### config.mk
export PLATFORM = sky130hd
export DESIGN_NAME = frame_reader
export DESIGN_NICKNAME = d
export VERILOG_FILES = /design/src/rtl/frame_pkg.sv /design/src/rtl/frame_reader.sv
export SDC_FILE = /design/constraint.sdc
export NUM_CORES = 1
export LEC_CHECK = 0
export BUFFER_PORTS_ARGS = -buffer_cell sky130_fd_sc_hd__buf_2
export CAP_MARGIN = 20
export CORE_MARGIN = 3
export CORE_UTILIZATION = 50
export CTS_BUF_LIST = sky130_fd_sc_hd__clkbuf_8
export CTS_CLUSTER_DIAMETER = 200
export DETAILED_ROUTE_END_ITERATION = 10
export GPL_ROUTABILITY_DRIVEN = 0
export PLACE_DENSITY = 0.86
export SLEW_MARGIN = 20
export SYNTH_ARGS = -nofsm -noshare
export SYNTH_HDL_FRONTEND = slang
export SYNTH_SLANG_ARGS = --single-unit
### constraint.sdc
create_clock -name clk -period 11.1 [get_ports clk]
set_input_delay 2.22 -clock clk [delete_from_list [all_inputs] [get_ports clk]]
set_output_delay 2.22 -clock clk [all_outputs]
set_load 0.02 [all_outputs]
### src/rtl/frame_pkg.sv
// Shared definitions for the frame register file and its readers.
package frame_pkg;

    localparam int FRAME_W      = 32;
    localparam int N_FRAMES     = 16;
    localparam int SMALL_FRAMES = 4;

    typedef logic [31:0] frame_t;

    typedef enum logic [1:0] {
        IDLE,
        STREAM,
        DONE
    } frame_state_t;

    // Index of the final word of a burst: big mode streams every frame.
    function automatic logic [3:0] last_index(input logic big);
        return big ? 4'(N_FRAMES - 1) : 4'(SMALL_FRAMES - 1);
    endfunction

endpackage

### src/rtl/frame_reader.sv
// Snapshots the sixteen frame words on load and streams them out
// over valid/ready, either all sixteen or only the first four.
module frame_reader #(
    parameter int FRAME_W      = frame_pkg::FRAME_W,
    parameter int N_FRAMES     = frame_pkg::N_FRAMES,
    parameter int SMALL_FRAMES = frame_pkg::SMALL_FRAMES
) (
    input  logic               clk,
    input  logic               rst,
    input  logic               Small_or_Big,
    input  logic               load,
    input  logic [FRAME_W-1:0] frame_0_in,
    input  logic [FRAME_W-1:0] frame_1_in,
    input  logic [FRAME_W-1:0] frame_2_in,
    input  logic [FRAME_W-1:0] frame_3_in,
    input  logic [FRAME_W-1:0] frame_4_in,
    input  logic [FRAME_W-1:0] frame_5_in,
    input  logic [FRAME_W-1:0] frame_6_in,
    input  logic [FRAME_W-1:0] frame_7_in,
    input  logic [FRAME_W-1:0] frame_8_in,
    input  logic [FRAME_W-1:0] frame_9_in,
    input  logic [FRAME_W-1:0] frame_10_in,
    input  logic [FRAME_W-1:0] frame_11_in,
    input  logic [FRAME_W-1:0] frame_12_in,
    input  logic [FRAME_W-1:0] frame_13_in,
    input  logic [FRAME_W-1:0] frame_14_in,
    input  logic [FRAME_W-1:0] frame_15_in,
    input  logic               out_ready,
    output logic               out_valid,
    output logic [FRAME_W-1:0] out_data,
    output logic [3:0]         out_index,
    output logic               out_last,
    output logic               busy,
    output logic               done
);
    import frame_pkg::*;

    logic [FRAME_W-1:0] frame_in [N_FRAMES];
    logic [FRAME_W-1:0] buf_reg  [N_FRAMES];

    frame_state_t       state_reg;
    logic [3:0]         idx_reg;
    logic [3:0]         idx_next;
    logic               mode_reg;
    logic               valid_reg;
    logic [FRAME_W-1:0] data_reg;
    logic               last_reg;
    logic               busy_reg;
    logic               done_reg;
    logic               capture;

    assign frame_in[0]  = frame_0_in;
    assign frame_in[1]  = frame_1_in;
    assign frame_in[2]  = frame_2_in;
    assign frame_in[3]  = frame_3_in;
    assign frame_in[4]  = frame_4_in;
    assign frame_in[5]  = frame_5_in;
    assign frame_in[6]  = frame_6_in;
    assign frame_in[7]  = frame_7_in;
    assign frame_in[8]  = frame_8_in;
    assign frame_in[9]  = frame_9_in;
    assign frame_in[10] = frame_10_in;
    assign frame_in[11] = frame_11_in;
    assign frame_in[12] = frame_12_in;
    assign frame_in[13] = frame_13_in;
    assign frame_in[14] = frame_14_in;
    assign frame_in[15] = frame_15_in;

    assign capture  = (state_reg == IDLE) && load;
    assign idx_next = idx_reg + 4'd1;

    // Snapshot is taken only from IDLE, so later input changes cannot
    // disturb a burst in progress.
    always_ff @(posedge clk) begin
        if (rst) begin
            for (int i = 0; i < N_FRAMES; i++) begin
                buf_reg[i] <= '0;
            end
        end else if (capture) begin
            for (int i = 0; i < N_FRAMES; i++) begin
                buf_reg[i] <= frame_in[i];
            end
        end
    end

    always_ff @(posedge clk) begin
        if (rst) begin
            state_reg <= IDLE;
            idx_reg   <= '0;
            mode_reg  <= 1'b0;
            valid_reg <= 1'b0;
            data_reg  <= '0;
            last_reg  <= 1'b0;
            busy_reg  <= 1'b0;
            done_reg  <= 1'b0;
        end else begin
            case (state_reg)
                IDLE: begin
                    done_reg <= 1'b0;
                    busy_reg <= 1'b0;
                    if (load) begin
                        state_reg <= STREAM;
                        mode_reg  <= Small_or_Big;
                        idx_reg   <= '0;
                        valid_reg <= 1'b1;
                        data_reg  <= frame_0_in;
                        last_reg  <= (last_index(Small_or_Big) == 4'd0);
                        busy_reg  <= 1'b1;
                    end
                end
                STREAM: begin
                    if (out_ready) begin
                        if (last_reg) begin
                            state_reg <= DONE;
                            idx_reg   <= '0;
                            valid_reg <= 1'b0;
                            data_reg  <= '0;
                            last_reg  <= 1'b0;
                            done_reg  <= 1'b1;
                        end else begin
                            // Preload the next word so outputs stay registered.
                            idx_reg  <= idx_next;
                            data_reg <= buf_reg[idx_next];
                            last_reg <= (idx_next == last_index(mode_reg));
                        end
                    end
                end
                DONE: begin
                    state_reg <= IDLE;
                    done_reg  <= 1'b0;
                    busy_reg  <= 1'b0;
                end
                default: begin
                    state_reg <= IDLE;
                    idx_reg   <= '0;
                    valid_reg <= 1'b0;
                    data_reg  <= '0;
                    last_reg  <= 1'b0;
                    busy_reg  <= 1'b0;
                    done_reg  <= 1'b0;
                end
            endcase
        end
    end

    assign out_valid = valid_reg;
    assign out_data  = data_reg;
    assign out_index = idx_reg;
    assign out_last  = last_reg;
    assign busy      = busy_reg;
    assign done      = done_reg;

endmodule

==> After elaboration in Yosys (flattened, before gate mapping) <==
Memory sizes are Yosys's and may differ from the RTL's.
Cells that the tools add are included.
{ "word_totals": {"memories": 1, "in_bits": 517, "output_inout_bits": 40, "regBits": 43, "wordCells": 88, "mem_bits_rw": 512} }
{ "op_classes": {"n_addsub": 1, "eq_ne": 6, "mux": 45, "reduce_logical": 9, "n_bitwise": 18} }
{ "memory_table": {"columns": ["name", "depth", "word_bits", "read_ports", "rd_ports_with_merged_regs", "write_ports", "line_no", "text"], "rows": [
  ["buf_reg", 16, 32, 1, 0, 16, "frame_reader.sv:39", "logic [FRAME_W-1:0] buf_reg [N_FRAMES];"]
]} }
{ "op_table": {"columns": ["operator", "count"], "rows": [
  ["32-bit two-way mux", 19],
  ["32-bit one-hot mux with 3 select lines", 1],
  ["4-bit two-way mux", 5],
  ["1-bit bitwise OR", 16],
  ["1-bit two-way mux", 12],
  ["4-bit one-hot mux with 3 select lines", 1],
  ["2-bit two-way mux", 3],
  ["2-bit != test (second input constant)", 3],
  ["1-bit one-hot mux with 3 select lines", 2],
  ["3-bit AND reduction", 2],
  ["4-bit by 1-bit adder with 4-bit output (second input constant)", 1],
  ["4-bit equality test", 1],
  ["4-bit zero test", 1],
  ["2-bit one-hot mux with 2 select lines", 1],
  ["2-bit AND reduction", 2],
  ["4-bit AND reduction", 1],
  ["2-bit by 1-bit equality test with 1-bit output (second input constant)", 1],
  ["2-bit equality test (second input constant)", 1],
  ["2-bit zero test", 1],
  ["1-bit NOT", 2],
  ["1-bit one-hot mux with 2 select lines", 1],
  ["2-bit OR reduction", 1],
  ["1-bit logical AND", 1]
]} }

==> Logic depth before layout (Yosys ltp) <==
Gate-level depths: netlist of run 1.
{ "logic_depth": {"depth_word": 6, "mapped_depth": 11, "ltp_nobuf": 6} }

==> Worst setup path after synthesis of run 1 <==
OpenSTA, ideal clock, no wires.
{ "synth_timing": {"path_kind": "input -> register", "from": "input load", "to": "memory buf_reg[0][0] (enable)", "path_stages": 4, "setup_ns": 0.668, "t_required_ns": 10.432, "arrival_ns": 8.712, "path_buffers": 1, "slack_ns": 1.720, "cell_sequence": "nand2b_1 > buf_2 > nor2_1 > or2_2"} }
{ "synth_lines": {"columns": ["element", "line_no", "text"], "rows": [
  ["start: declaration", "frame_reader.sv:11", "input logic load,"],
  ["end: declaration", "frame_reader.sv:39", null]
]} }

==> reports/qor.txt, run 1 <==
Status: completed
Initial drt markers: 1633
XOR/XNOR share of the synthesized area: 0.105%
Top cells by area, synth: edfxtp_1 61%, mux4_2 12%, and2_1 7.2%
Simple-gate share of the synthesized area: 14.3%
Die X: 230 um
Synth Cell Area: 25000 sq um
Lkg Pwr: 12.2 nW
Final Power: 4.86 mW
Nets: 2731
Final WL: 68200 um
Psw: 1.14 mW
Setup TNS: 0 ps
CTS H-Tree Depth: 3
DR pass1 iterations: 8
Sw frac: 23.5%
Syn Nets: 2190
Max clock buf depth: 3
Final worst path period share: 41.1%
Standard-cell rows: 81
Adder-cell share of the synthesized area: 0.0999%
Setup Crit Path Kind: in -> reg
Pin count of the biggest net entering global routing: 220
Hold Fails Final Rpt: 0
Max Cap Violations: 0
Initial Util: 50.9%
Worst hold-check path type: reg -> reg
Slew margin rel.: 28.3%
Combinational Power Share: 10.5%
Critical path launch point type: primary input
Gate Count Post-Synth: 1671
Multiplexer area fraction after synthesis: 14.4%
Post-layout instance count excluding filler cells: 2965
Worst-Margin Slew: 1070 ps
Synth Area in Compound Gates: 3.68%
First-pass GRT wire length: 102000 um
Min cycle time layout: 4560 ps
PD cells: 160 nW/um^2
Final instance area: 30300 sq um
CTS Sinks: 555
Layout area overhead: 21.2%
Cts bufs inserted: 90
Most used DFF post-synth: edfxtp_1
Synth unique cells: 30
DP HPWL: 46200 um
Die area: 52800 sq um
Share of power burned in registers: 51.7%
Via count: 16500
Final Setup Violations: 0
Share of post-route cells with drive strength above 1: 39.7%
RSZ-0062 raised after global routing: false
Hold-fix buffers at CTS: 0
Die H: 230 um
Peak supply drop: 0.107 mV
Worst Path Required: 11360 ps
CP max FO: 148
Async set-reset flop share out of synthesis: 0%
Clock latency on the worst-skew pair: 650 ps
Placed insts: 2782
Routed WL per cell: 23.0 um
Synthesis warning total: 0
List of most frequent post-synthesis cells: 512 x edfxtp_1, 288 x and2_1, 193 x nor2b_1
Total GRT Usage: 25.6%
Final ANT Viol Nets: 0
Num ports: 557
Remaining global-route overflow: 0
Yosys top cell by area: edfxtp_1
Clock root cell: clkbuf_8
CP arrival: 4820 ps
Setup repair bufs after CTS: 0
FF+latch count, synth: 555
Clock share of power: 37.8%
Mean area per synthesized cell: 15.0 sq um
Seq/Total Area, Yosys: 64.8%
Max reg flops: 512
Dpl cell area: 28400 sq um
Yosys top cell area share: 61.4%
Power Internal: 3.72 mW
# port buffers: 556
Largest family of logic cells by synthesized area: multiplexers
DR DRC count: 0
Core Box Area: 49200 sq um
Clk slew on worst S/H paths: 60 ps
Via density: 5.56
Post-CTS Resized: 0
TritonCTS clock tree: yes
Fmax: 219 MHz
Number of flops mapped to enable cells by yosys: 512
Dominant cell by count in the synthesized netlist: edfxtp_1
Worst setup EP type: flop
Vias in the first global route: 17100
Initial antenna violation count: 20
Final setup skew: 20.7 ps
Fillers: 3487
Fin. max-slew vios: 0
final timing paths:
check / from / to / slack [ps] / cells after the start
min: busy$_SDFFE_PP0P_ / busy$_SDFFE_PP0P_ / 470 / 2
max reg2reg: out_index[0]$_SDFFE_PP0P_ / out_data[30]$_SDFFE_PP0P_ / 6840 / 7
min reg2reg: busy$_SDFFE_PP0P_ / busy$_SDFFE_PP0P_ / 470 / 2
max: rst / buf_reg[14][23]$_SDFFCE_PP0P_ / 6540 / 4
cells by family (layout without fill, tap and decap cells):
group | count (synthesis) | count (layout)
DFF | 555 | 555
adders and majority gates | 2 | 2
buffers and inverters | 162 | 778
AOI/OAI and AO/OA | 144 | 144
other | 0 | 14
muxes | 192 | 192
and+or+nand+nor | 613 | 613
xor gates and xnor gates | 3 | 3
worst max-delay path, cell delays in order:
cell and delay, ps:
buf_6 550, or2_4 840, buf_12 410, buf_16 500
final cells by class:
type                    count  area, sq um  area share [%]
flip-flops and latches    555        16200            53.5
multi-input cells         954         8240            27.1
repair buffers            576         2990            9.86
clock buffers             104         1430            4.72
well taps                 664          831            2.74
clock inverters            63          450            1.48
inverters                  35          131           0.433
diodes                     14         35.0           0.115
power groups by stage:
stage                     sequential [mW]  clock, mW  combinational (mW)
after global placement               2.54          0               0.493
after detailed placement             2.56          0               0.505
after global routing                 2.53       1.96               0.552
after floorplan                      2.57          0               0.291
after CTS                            2.51       1.87               0.509
final                                2.51       1.84               0.511
cells in the final DEF (no fill, tap or decap), types with 17 or more instances in the layout:
master,Yosys,final
nor2b_1,193,193
dfxtp_1,43,41
buf_2,19,555
a21oi_1,74,72
buf_4,0,17
clkinv_1,1,24
clkbuf_8,0,104
a222oi_1,32,32
and2_1,288,288
nand2_1,72,72
inv_1,34,52
mux2_2,64,64
edfxtp_1,512,512
nor3_1,33,33
o22ai_1,28,28
mux4_2,128,128
metrics by stage:
step                      utilization [%]  hold WS [ps]  worst slack, ps
after floorplan                         -           455             1720
after global placement               57.7           448             6040
after detailed placement             57.7           457             5940
after CTS                            61.6           466             6640
after global routing                 61.7           501             6330
final                                61.7           469             6540
routing by layer:
layer / routed length [um] / vias to the layer above / global-route usage (%) / share of wire (%)
met2: 33000 / 933 / 40.7 / 48
met5: 50 / - / 0 / 0.073
met3: 6990 / 116 / 6.81 / 10
li1: - / 7319 / - / -
met1: 26500 / 8097 / 34.5 / 39
met4: 1690 / 8 / 9.10 / 2.5
Power figures use the tool's default switching activity.
==> inputs of run 2 (changes only) <==
clock period = 4.67 ns   (was 11.1 ns; I/O delays follow)
==> run 2 against run 1 <==
First-iteration DRC count is 20% higher. Sequential power up 140%. Total power rose by 130%. Highest routed layer unchanged. Design area is 0.20% lower. Clock skew rose by 7.4 ps. Flip-flop and latch count did not move. Combinational power rose by 140%. Global-route usage grew 0.46 points. Clock-buffer cell count is 5 lower.
==> reports/qor.txt, run 2 (same netlist as run 1, synthesis figures left out) <==
Min Hold Slack: 477 ps (+8.43 ps)
Clk slew on worst S/H paths: 60 ps (about the same)
Via density: 5.57 (+0.22%)
Standard-cell rows: 81 (unchanged)
Worst-Margin Slew: 1140 ps (+68.5 ps)
Reg2reg path depth: 7 (unchanged)
Crit path depth: 7 (+3)
PD cells: 369 nW/um^2 (+130%)
Lkg Pwr: 12.2 nW (about the same)
Layout area overhead: 21.0%
Setup Crit Path Kind: reg -> reg
Pin count of the biggest net entering global routing: 138 (-37%)
Peak supply drop: 0.205 mV (+91%)
DR pass1 iterations: 8 (unchanged)
Total GRT Usage: 26.1% (+0.46 points)
Die H: 230 um (unchanged)
Max reg flops: 512 (unchanged)
Cts bufs inserted: 94 (+4.4%)
Critical path launch point type: flop
Worst Path Required: 5210 ps (-6150 ps)
Die X: 230 um (unchanged)
Critical path startpoint: out_index[0]$_SDFFE_PP0P_
Initial Util: 50.9% (unchanged)
Share of post-route cells with drive strength above 1: 39.6% (about the same)
DP HPWL: 48700 um (+5.5%)
Via count: 16500 (+0.25%)
Status: completed
Final ANT Viol Nets: 0 (unchanged)
Clock root cell: clkbuf_8
Die area: 52800 sq um (unchanged)
Initial antenna violation count: 7 (-65%)
TritonCTS clock tree: yes
# port buffers: 556 (unchanged)
Nets: 2744 (+0.48%)
Max clock buf depth: 3 (unchanged)
Post-CTS Resized: 0 (unchanged)
Most common cell after layout, fill and taps aside: buf_2
CP max FO: 56 (-62%)
Slew margin rel.: 23.7% (-4.6 points)
RSZ-0062 raised after global routing: false
Worst hold stages: 2 (unchanged)
First-pass GRT wire length: 103000 um (+1.3%)
Hold-fix buffers at CTS: 0 (unchanged)
CTS H-Tree Depth: 3 (unchanged)
Crit path largest cell delay: 820 ps (-20 ps)
Remaining global-route overflow: 0 (unchanged)
Num ports: 557 (unchanged)
Fin util: 61.6% (-0.12 points)
Vias in the first global route: 17000 (-0.24%)
CP arrival: 3970 ps (-850 ps)
Most frequent cells in the layout: 555 x buf_2, 512 x edfxtp_1, 288 x and2_1
Clock latency on the worst-skew pair: 680 ps (+30 ps)
Origin of the critical flop-to-flop path: out_index[0]$_SDFFE_PP0P_
Routed WL per cell: 23.3 um (+1.5%)
Max Cap Violations: 0 (unchanged)
Hold Fails Final Rpt: 0 (unchanged)
Setup repair bufs after CTS: 0 (unchanged)
Final Setup Violations: 0 (unchanged)
CP max stage cell: ha_4
Min cycle time layout: 3430 ps
Delay-heaviest family, CP: adder cells
Buffer and inverter count on the worst path: 2 (-1)
CTS Sinks: 555 (unchanged)
Worst hold-check path type: reg -> reg
Final WL: 69200 um (+1.5%)
Crit-path cells: inv_1, ha_4, buf_4, mux4_2, mux2_2, a222oi_1, a21oi_1
DR DRC count: 0 (unchanged)
Final setup skew: 28.1 ps (+7.38 ps)
Initial drt markers: 1956 (+20%)
Fin. max-slew vios: 0 (unchanged)
Final worst path period share: 73.4%
Fmax: 292 MHz
Core Box Area: 49200 sq um (unchanged)
HP Start: busy$_SDFFE_PP0P_
Worst setup EP type: flop
-- run 2: cell count changes in the layout (fill, tap and decap cells not counted), sizes merged --
cell      previous run  this run
inv                 52        62
buf                576       585
diode               14         6
bufinv               7         1
clkbuf             104        99
clkinvlp             3         4
-- run 2: worst paths after layout --
| kind | slack, ps | to |
|---|---|---|
| worst max register to register | 1240 | out_data[31]$_SDFFE_PP0P_ |
| worst min register to register | 480 | busy$_SDFFE_PP0P_ |
| worst max-delay path | 1240 | out_data[31]$_SDFFE_PP0P_ |
| worst min-delay path | 480 | busy$_SDFFE_PP0P_ |
-- run 2: per-stage QoR --
| stage | TNS (ps) | area (sq um) | power [mW] | std cells | setup slack (ps) |
|---|---|---|---|---|---|
| 6_report | 0 | 30300 | 11.2 | 2966 | 1240 |
| 5_1_grt | 0 | 30300 | 11.6 | 2963 | 1060 |
| 4_1_cts | 0 | 30300 | 11.3 | 2960 | 926 |
| 3_5_place_dp | 0 | 28600 | 7.32 | 2793 | 1230 |
| 3_3_place_gp | 0 | 28600 | 7.26 | 2793 | 1230 |
| 2_1_floorplan | -363670 | 25100 | 6.77 | 1671 | -709 |
-- run 2: report_power, final --
group	internal [mW]	switching [mW]	total, mW
registers	5.85	0.132	5.98
logic	0.584	0.660	1.24
clock network	2.01	1.96	3.97
total	8.44	2.75	11.2
-- run 2: per-layer routing --
layer / routed length [um] / up-vias / track usage [%]
met5: 32 / - / 0
met4: 2300 / 4 / 10.2
met3: 7570 / 151 / 7.40
met2: 32000 / 1019 / 39.9
met1: 27300 / 8004 / 35.8
li1: - / 7337 / -
-- run 2: tightest hold or removal path: cells and delay by family, from the launching register on --
kind	cells	cell delay, ps
AOI/OAI and AO/OA	1	60
and+or+nand+nor	1	60
DFF	1	310
-- run 2: final cells by class --
cell class | count | area [sq um]
Fill cell | 3591 | 18900
Sequential cell | 555 | 16200
Multi-Input combinational cell | 954 | 8250
Timing Repair Buffer | 585 | 3140
Clock buffer | 99 | 1360
Tap cell | 664 | 831
Clock inverter | 68 | 323
Inverter | 35 | 131
Antenna cell | 6 | 15.0
